File: src/rtl/timer_counter_if.sv
// Bridge-side bus bundle for the timer/counter: word-select register access
// plus the interrupt request toward CP0.
`timescale 1ns/1ps

interface timer_counter_if;
  logic [1:0]  addr;
  logic        we;
  logic [31:0] wdata;
  logic [31:0] rdata;
  logic        irq;

  modport master (
    output addr,
    output we,
    output wdata,
    input  rdata,
    input  irq
  );

  modport slave (
    input  addr,
    input  we,
    input  wdata,
    output rdata,
    output irq
  );
endinterface : timer_counter_if

File: src/rtl/timer_counter.sv
// Memory-mapped down-counting timer with one-shot and auto-reload modes.
// Registers: CTRL (EN/MODE/IM), PRESET (r/w), COUNT (read-only); irq = IM & flag.
`timescale 1ns/1ps

module timer_counter #(
  parameter int CTRL_W = 4
) (
  input  logic           clk,
  input  logic           rst_n,
  timer_counter_if.slave bus
);

  typedef enum logic [1:0] {
    S_IDLE = 2'd0,
    S_LOAD = 2'd1,
    S_CNT  = 2'd2,
    S_INT  = 2'd3
  } state_t;

  typedef enum logic [1:0] {
    A_CTRL   = 2'd0,
    A_PRESET = 2'd1,
    A_COUNT  = 2'd2,
    A_RSVD   = 2'd3
  } reg_addr_t;

  localparam int EN_BIT = 0;
  localparam int IM_BIT = 3;

  state_t              r_state;
  state_t              w_state_nxt;
  logic [CTRL_W-1:0]   r_ctrl;
  logic [31:0]         r_preset;
  logic [31:0]         r_count;
  logic                r_irq_flag;

  logic                w_en;
  logic                w_im;
  logic                w_auto_reload;
  logic                w_ctrl_wr;
  logic                w_preset_wr;
  logic                w_cnt_above_one;

  logic                w_load;
  logic                w_dec;
  logic                w_expire;
  logic                w_clr_en;
  logic                w_clr_flag_reload;

  assign w_en            = r_ctrl[EN_BIT];
  assign w_im            = r_ctrl[IM_BIT];
  // MODE 1x falls back to one-shot, so only the exact 01 encoding reloads.
  assign w_auto_reload   = (r_ctrl[2:1] == 2'b01);
  assign w_ctrl_wr       = bus.we && (reg_addr_t'(bus.addr) == A_CTRL);
  assign w_preset_wr     = bus.we && (reg_addr_t'(bus.addr) == A_PRESET);
  assign w_cnt_above_one = (r_count > 32'd1);

  // NOTE: state is updated with non-blocking assignments so every register
  // samples the pre-edge values of its neighbours.
  always_ff @(posedge clk or negedge rst_n) begin
    if (!rst_n) begin
      r_state <= S_IDLE;
    end else begin
      r_state <= w_state_nxt;
    end
  end

  // NOTE: every always_comb output receives a default first so no path
  // leaves it unassigned and no latch is inferred.
  always_comb begin
    w_state_nxt = r_state;
    unique case (r_state)
      S_IDLE: if (w_en) w_state_nxt = S_LOAD;
      S_LOAD: w_state_nxt = S_CNT;
      S_CNT: begin
        if (!w_en)                w_state_nxt = S_IDLE;
        else if (!w_cnt_above_one) w_state_nxt = S_INT;
      end
      S_INT:  w_state_nxt = w_auto_reload ? S_LOAD : S_IDLE;
      default: w_state_nxt = S_IDLE;
    endcase
  end

  always_comb begin
    w_load            = 1'b0;
    w_dec             = 1'b0;
    w_expire          = 1'b0;
    w_clr_en          = 1'b0;
    w_clr_flag_reload = 1'b0;
    unique case (r_state)
      S_LOAD: w_load = 1'b1;
      S_CNT: begin
        w_dec    = w_en &&  w_cnt_above_one;
        w_expire = w_en && !w_cnt_above_one;
      end
      S_INT: begin
        w_clr_en          = !w_auto_reload;
        w_clr_flag_reload =  w_auto_reload;
      end
      default: ;
    endcase
  end

  // A CPU write to CTRL overrides the FSM's one-shot EN clear.
  always_ff @(posedge clk or negedge rst_n) begin
    if (!rst_n) begin
      r_ctrl <= '0;
    end else if (w_ctrl_wr) begin
      r_ctrl <= bus.wdata[CTRL_W-1:0];
    end else if (w_clr_en) begin
      r_ctrl[EN_BIT] <= 1'b0;
    end
  end

  always_ff @(posedge clk or negedge rst_n) begin
    if (!rst_n) begin
      r_preset <= '0;
    end else if (w_preset_wr) begin
      r_preset <= bus.wdata;
    end
  end

  always_ff @(posedge clk or negedge rst_n) begin
    if (!rst_n) begin
      r_count <= '0;
    end else if (w_load) begin
      r_count <= r_preset;
    end else if (w_dec) begin
      r_count <= r_count - 32'd1;
    end else if (w_expire) begin
      r_count <= '0;
    end
  end

  // Setting the flag wins over a simultaneous CTRL-write clear.
  always_ff @(posedge clk or negedge rst_n) begin
    if (!rst_n) begin
      r_irq_flag <= 1'b0;
    end else if (w_expire) begin
      r_irq_flag <= 1'b1;
    end else if (w_ctrl_wr || w_clr_flag_reload) begin
      r_irq_flag <= 1'b0;
    end
  end

  always_comb begin
    bus.rdata = '0;
    unique case (reg_addr_t'(bus.addr))
      A_CTRL:   bus.rdata = 32'(r_ctrl);
      A_PRESET: bus.rdata = r_preset;
      A_COUNT:  bus.rdata = r_count;
      A_RSVD:   bus.rdata = '0;
      default:  bus.rdata = '0;
    endcase
  end

  assign bus.irq = w_im & r_irq_flag;

endmodule : timer_counter

File: src/flat_wrapper.sv
// flat-port wrapper written by rule: the top's interface ports become plain ports
module timer_counter_flat 
#(
  parameter int CTRL_W = 4
)
  (clk, rst_n, bus_addr, bus_we, bus_wdata, bus_rdata, bus_irq);
  timer_counter_if bus_i ();
  input  logic clk;
  input  logic rst_n;
  input wire logic [$bits(bus_i.addr)-1:0] bus_addr;
  input wire logic [$bits(bus_i.we)-1:0] bus_we;
  input wire logic [$bits(bus_i.wdata)-1:0] bus_wdata;
  output wire logic [$bits(bus_i.rdata)-1:0] bus_rdata;
  output wire logic [$bits(bus_i.irq)-1:0] bus_irq;
  assign bus_i.addr = bus_addr;
  assign bus_i.we = bus_we;
  assign bus_i.wdata = bus_wdata;
  assign bus_rdata = bus_i.rdata;
  assign bus_irq = bus_i.irq;
  timer_counter #(.CTRL_W(CTRL_W)) u_core (.clk(clk), .rst_n(rst_n), .bus(bus_i));
endmodule
File: config.mk
export PLATFORM = sky130hd
export DESIGN_NAME = timer_counter_flat
export DESIGN_NICKNAME = d
export VERILOG_FILES = /design/src/rtl/timer_counter_if.sv /design/src/rtl/timer_counter.sv /design/src/flat_wrapper.sv
export SDC_FILE = /design/constraint.sdc
export NUM_CORES = 1
export LEC_CHECK = 0
export CAP_MARGIN = 20
export CORE_ASPECT_RATIO = 1.5
export CORE_UTILIZATION = 53
export DETAILED_ROUTE_END_ITERATION = 6
export GPL_ROUTABILITY_DRIVEN = 0
export GPL_TIMING_DRIVEN = 0
export PLACE_DENSITY = 0.85
export SETUP_SLACK_MARGIN = 0.2
export SYNTH_ARGS = -nofsm -noshare
export SYNTH_HDL_FRONTEND = slang
export SYNTH_SLANG_ARGS = --single-unit
File: constraint.sdc
create_clock -name clk -period 4.15 [get_ports clk]
set_clock_uncertainty 0.2 [all_clocks]
set_input_delay 1.245 -clock clk [delete_from_list [all_inputs] [get_ports clk]]
set_output_delay 1.245 -clock clk [all_outputs]
set_load 0.02 [all_outputs]
==> metrics.yaml <==
area_delta_synth_final_pct: 25.0
coreArea_um2: 7270
grt_pass1_vias: 3786
overflow: 0
syn-instance-count: 397
final_antenna_net_count: 0
net-switching-power_mw: 1.26
ios: 70
die-area_um2: 7930
htree_num_levels: 3
cts_root_buf: "clkbuf_8"
hpwl_um: 8160
drv_cap: 0
synth_most_common_cell: "dfrtp_1"
post-place-ws_ns: -0.934
remaining_drc_errors: 0
syn-num-nets: 436
clkLatencyLatePin_ns: 0.37
cts.clk_slew.worst_paths_ns: 0.07
post-route-min-period_ns: 3.97
synth-seq-cells: 71
drt_iter0_markers: 465
max_freq_ghz: 0.252
relSlewSlack_pct: 38.8
setup_tns_ns: 0
finalWirelength_um: 12200
setup_viol: 0
sequentialPowerShare_pct: 40.1
diodes: 0
rsz0062_at_grt: "true"
p_leak_nw: 2.06
slew_viol_final: 0
finalNetCount: 518
vias_per_cell: 6.59
async_flop_share_pct: 100
synth.distinct_cells: 53
clock_sinks: 71
max-vdd-ir-drop_uv: 399
p_sw_share_pct: 42.3
port_buffers: 68
start_util_pct: 55.2
worst_ep_required_time_ns: 2.70
post-route-period-util_pct: 95.6
worstPathArrival_ns: 2.52
p_total_mw: 2.97
hold_viol_final: 0
p_int_mw: 1.71
antenna_found_initial: 0
critical_path.endpoint_type: "primary output"
synth_area_um2: 4020
setup_ws_ns: 0.184
synth_area_leaders: "dfrtp_1 (44%), mux2_2 (9.5%), a22o_1 (5.9%)"
critPathKind: "input pin to primary output"
grt_pass1_wl_um: 19100
crit_fanout: 10
yosysTopAreaCell: "dfrtp_1"
grtUsageTotal_pct: 32.7
start_kind: "input pin"
synth_top_area_share_pct: 44.3
cts_tree: "built"
critPathMaxStageDelay_ns: 0.31
first_pass_iters: 5
crit_family: "buffers and inverters"
status: "finished clean"
power.density_nw_per_um2: 592
combPwrFrac_pct: 42.2
grt_max_degree: 72
tightest_slew_ns: 0.919
synth-main-ff-cell: "dfrtp_1"
p_clk_share_pct: 17.6
path_cells: "clkdlybuf4s15_2 > nor2b_2 > clkbuf_8 > buf_6 > a22o_1 > clkdlybuf4s15_1"
synth_commonest_cells: "dfrtp_1 (71), nand2_1 (36), mux2_2 (34)"
vias: 3842
hold_class: "register to register"
rows: 38
yosysSeqAreaShare_pct: 44.3
clock_path_buffers: 2
numCtsBuffers: 9
post_route_cells_drive_above_1_share_pct: 21.7
fp.dieW_um: 73.1
dieHeight_um: 109
synth_edf_count: 0
syn_avg_cell_area_um2: 10.1
path_buf_inv: 4
wl_per_cell_um: 20.9
yosysWarnings: 0
cp_slowest_cell: "clkdlybuf4s15_1"
[cells by family (layout without fill, tap and decap cells)]
| group | Yosys count | count (layout) | synth area share [%] |
|---|---|---|---|
| adders and majority gates | 2 | 2 | 0.623 |
| xor gates and xnor gates | 8 | 8 | 1.74 |
| muxes | 38 | 38 | 10.5 |
| and+or+nand+nor | 130 | 130 | 18.6 |
| DFF | 71 | 71 | 44.3 |
| buffers and inverters | 41 | 127 | 4.64 |
| AOI/OAI and AO/OA | 107 | 107 | 19.6 |
[metal layers]
metal	up-vias	track usage [%]	share of wire, %
li1	1669	-	-
met1	1866	39.6	37
met2	255	54.0	51
met3	52	8.01	9.1
met4	0	15.0	3.0
met5	-	0	0
[metrics by stage]
| step | instances | cell area [um2] | utilization (%) | hold slack (ns) |
|---|---|---|---|---|
| 5_1_grt | 583 | 5020 | 69.0 | 0.344 |
| 2_1_floorplan | 397 | 4020 | - | 0.261 |
| 3_3_place_gp | 565 | 4820 | 66.3 | 0.298 |
| 6_report | 583 | 5020 | 69.0 | 0.324 |
| 3_5_place_dp | 565 | 4820 | 66.3 | 0.307 |
| 4_1_cts | 580 | 5050 | 69.5 | 0.322 |
[registers in the layout, summed over array words and instances (netlist names)]
| register | count |
|---|---|
| u_core.r_ctrl | 4 |
| u_core.r_count | 32 |
| u_core.r_irq_flag | 1 |
| u_core.r_state | 2 |
| u_core.r_preset | 32 |
[path summary, 6_finish.rpt]
path / depth (start not counted) / slack (ns) / end / startpoint
worst min-delay path: 2 / 0.32 / u_core.r_irq_flag / u_core.r_irq_flag
min in group asynchronous: 1 / 0.80 / u_core.r_preset[10] / rst_n
worst max register to register: 7 / 1.10 / u_core.r_count[7] / u_core.r_count[5]
worst max-delay path: 6 / 0.18 / bus_rdata[22] / bus_addr[0]
worst min register to register: 2 / 0.32 / u_core.r_irq_flag / u_core.r_irq_flag
max in group asynchronous: 1 / 2.34 / u_core.r_count[28] / rst_n
[layout by cell type, fill, tap and decap left out, drive strengths merged, types with 8 or more instances in the layout]
cell type and count:
a22oi 11, nor3 11, o21ai 23, dfrtp 71
o211ai 11, clkdlybuf4s50 34, a22o 28, inv 11
clkdlybuf4s15 16, or4 8, nand2 37, a31oi 8
clkbuf 53, nor2 12, buf 11, mux2 34
nand3 15
[power by group through the flow]
stage | registers, mW | logic [mW] | clock network, mW
floorplan | 1.10 | 0.876 | 0
global placement | 1.17 | 1.21 | 0
detailed placement | 1.19 | 1.24 | 0
CTS | 1.17 | 1.23 | 0.520
global route | 1.21 | 1.35 | 0.554
finish | 1.19 | 1.25 | 0.524
[final cells by class]
type                       count  area, um2
multi-input combinational    285       2050
sequential                    71       1780
clock buffer                  15        176
buffer                        30        205
inverter                      11       41.3
timing repair buffer          71        641
fill                         588       2250
tap                          100        125
[worst register-to-register path, delay by kind of cell (launching register included)]
kind	cells	cell delay, ns
and+or+nand+nor	4	1.43
AOI/OAI and AO/OA	1	0.21
DFF	1	0.36
buffers and inverters	2	0.70
[timing repair]
item / 4_1_cts / 5_1_grt
gates resized for setup: 95 / 25
buffers inserted: 0 / 3
setup endpoints to repair: 32 / 29
hold buffers: 0 / 0
Power figures use the tool's default switching activity.
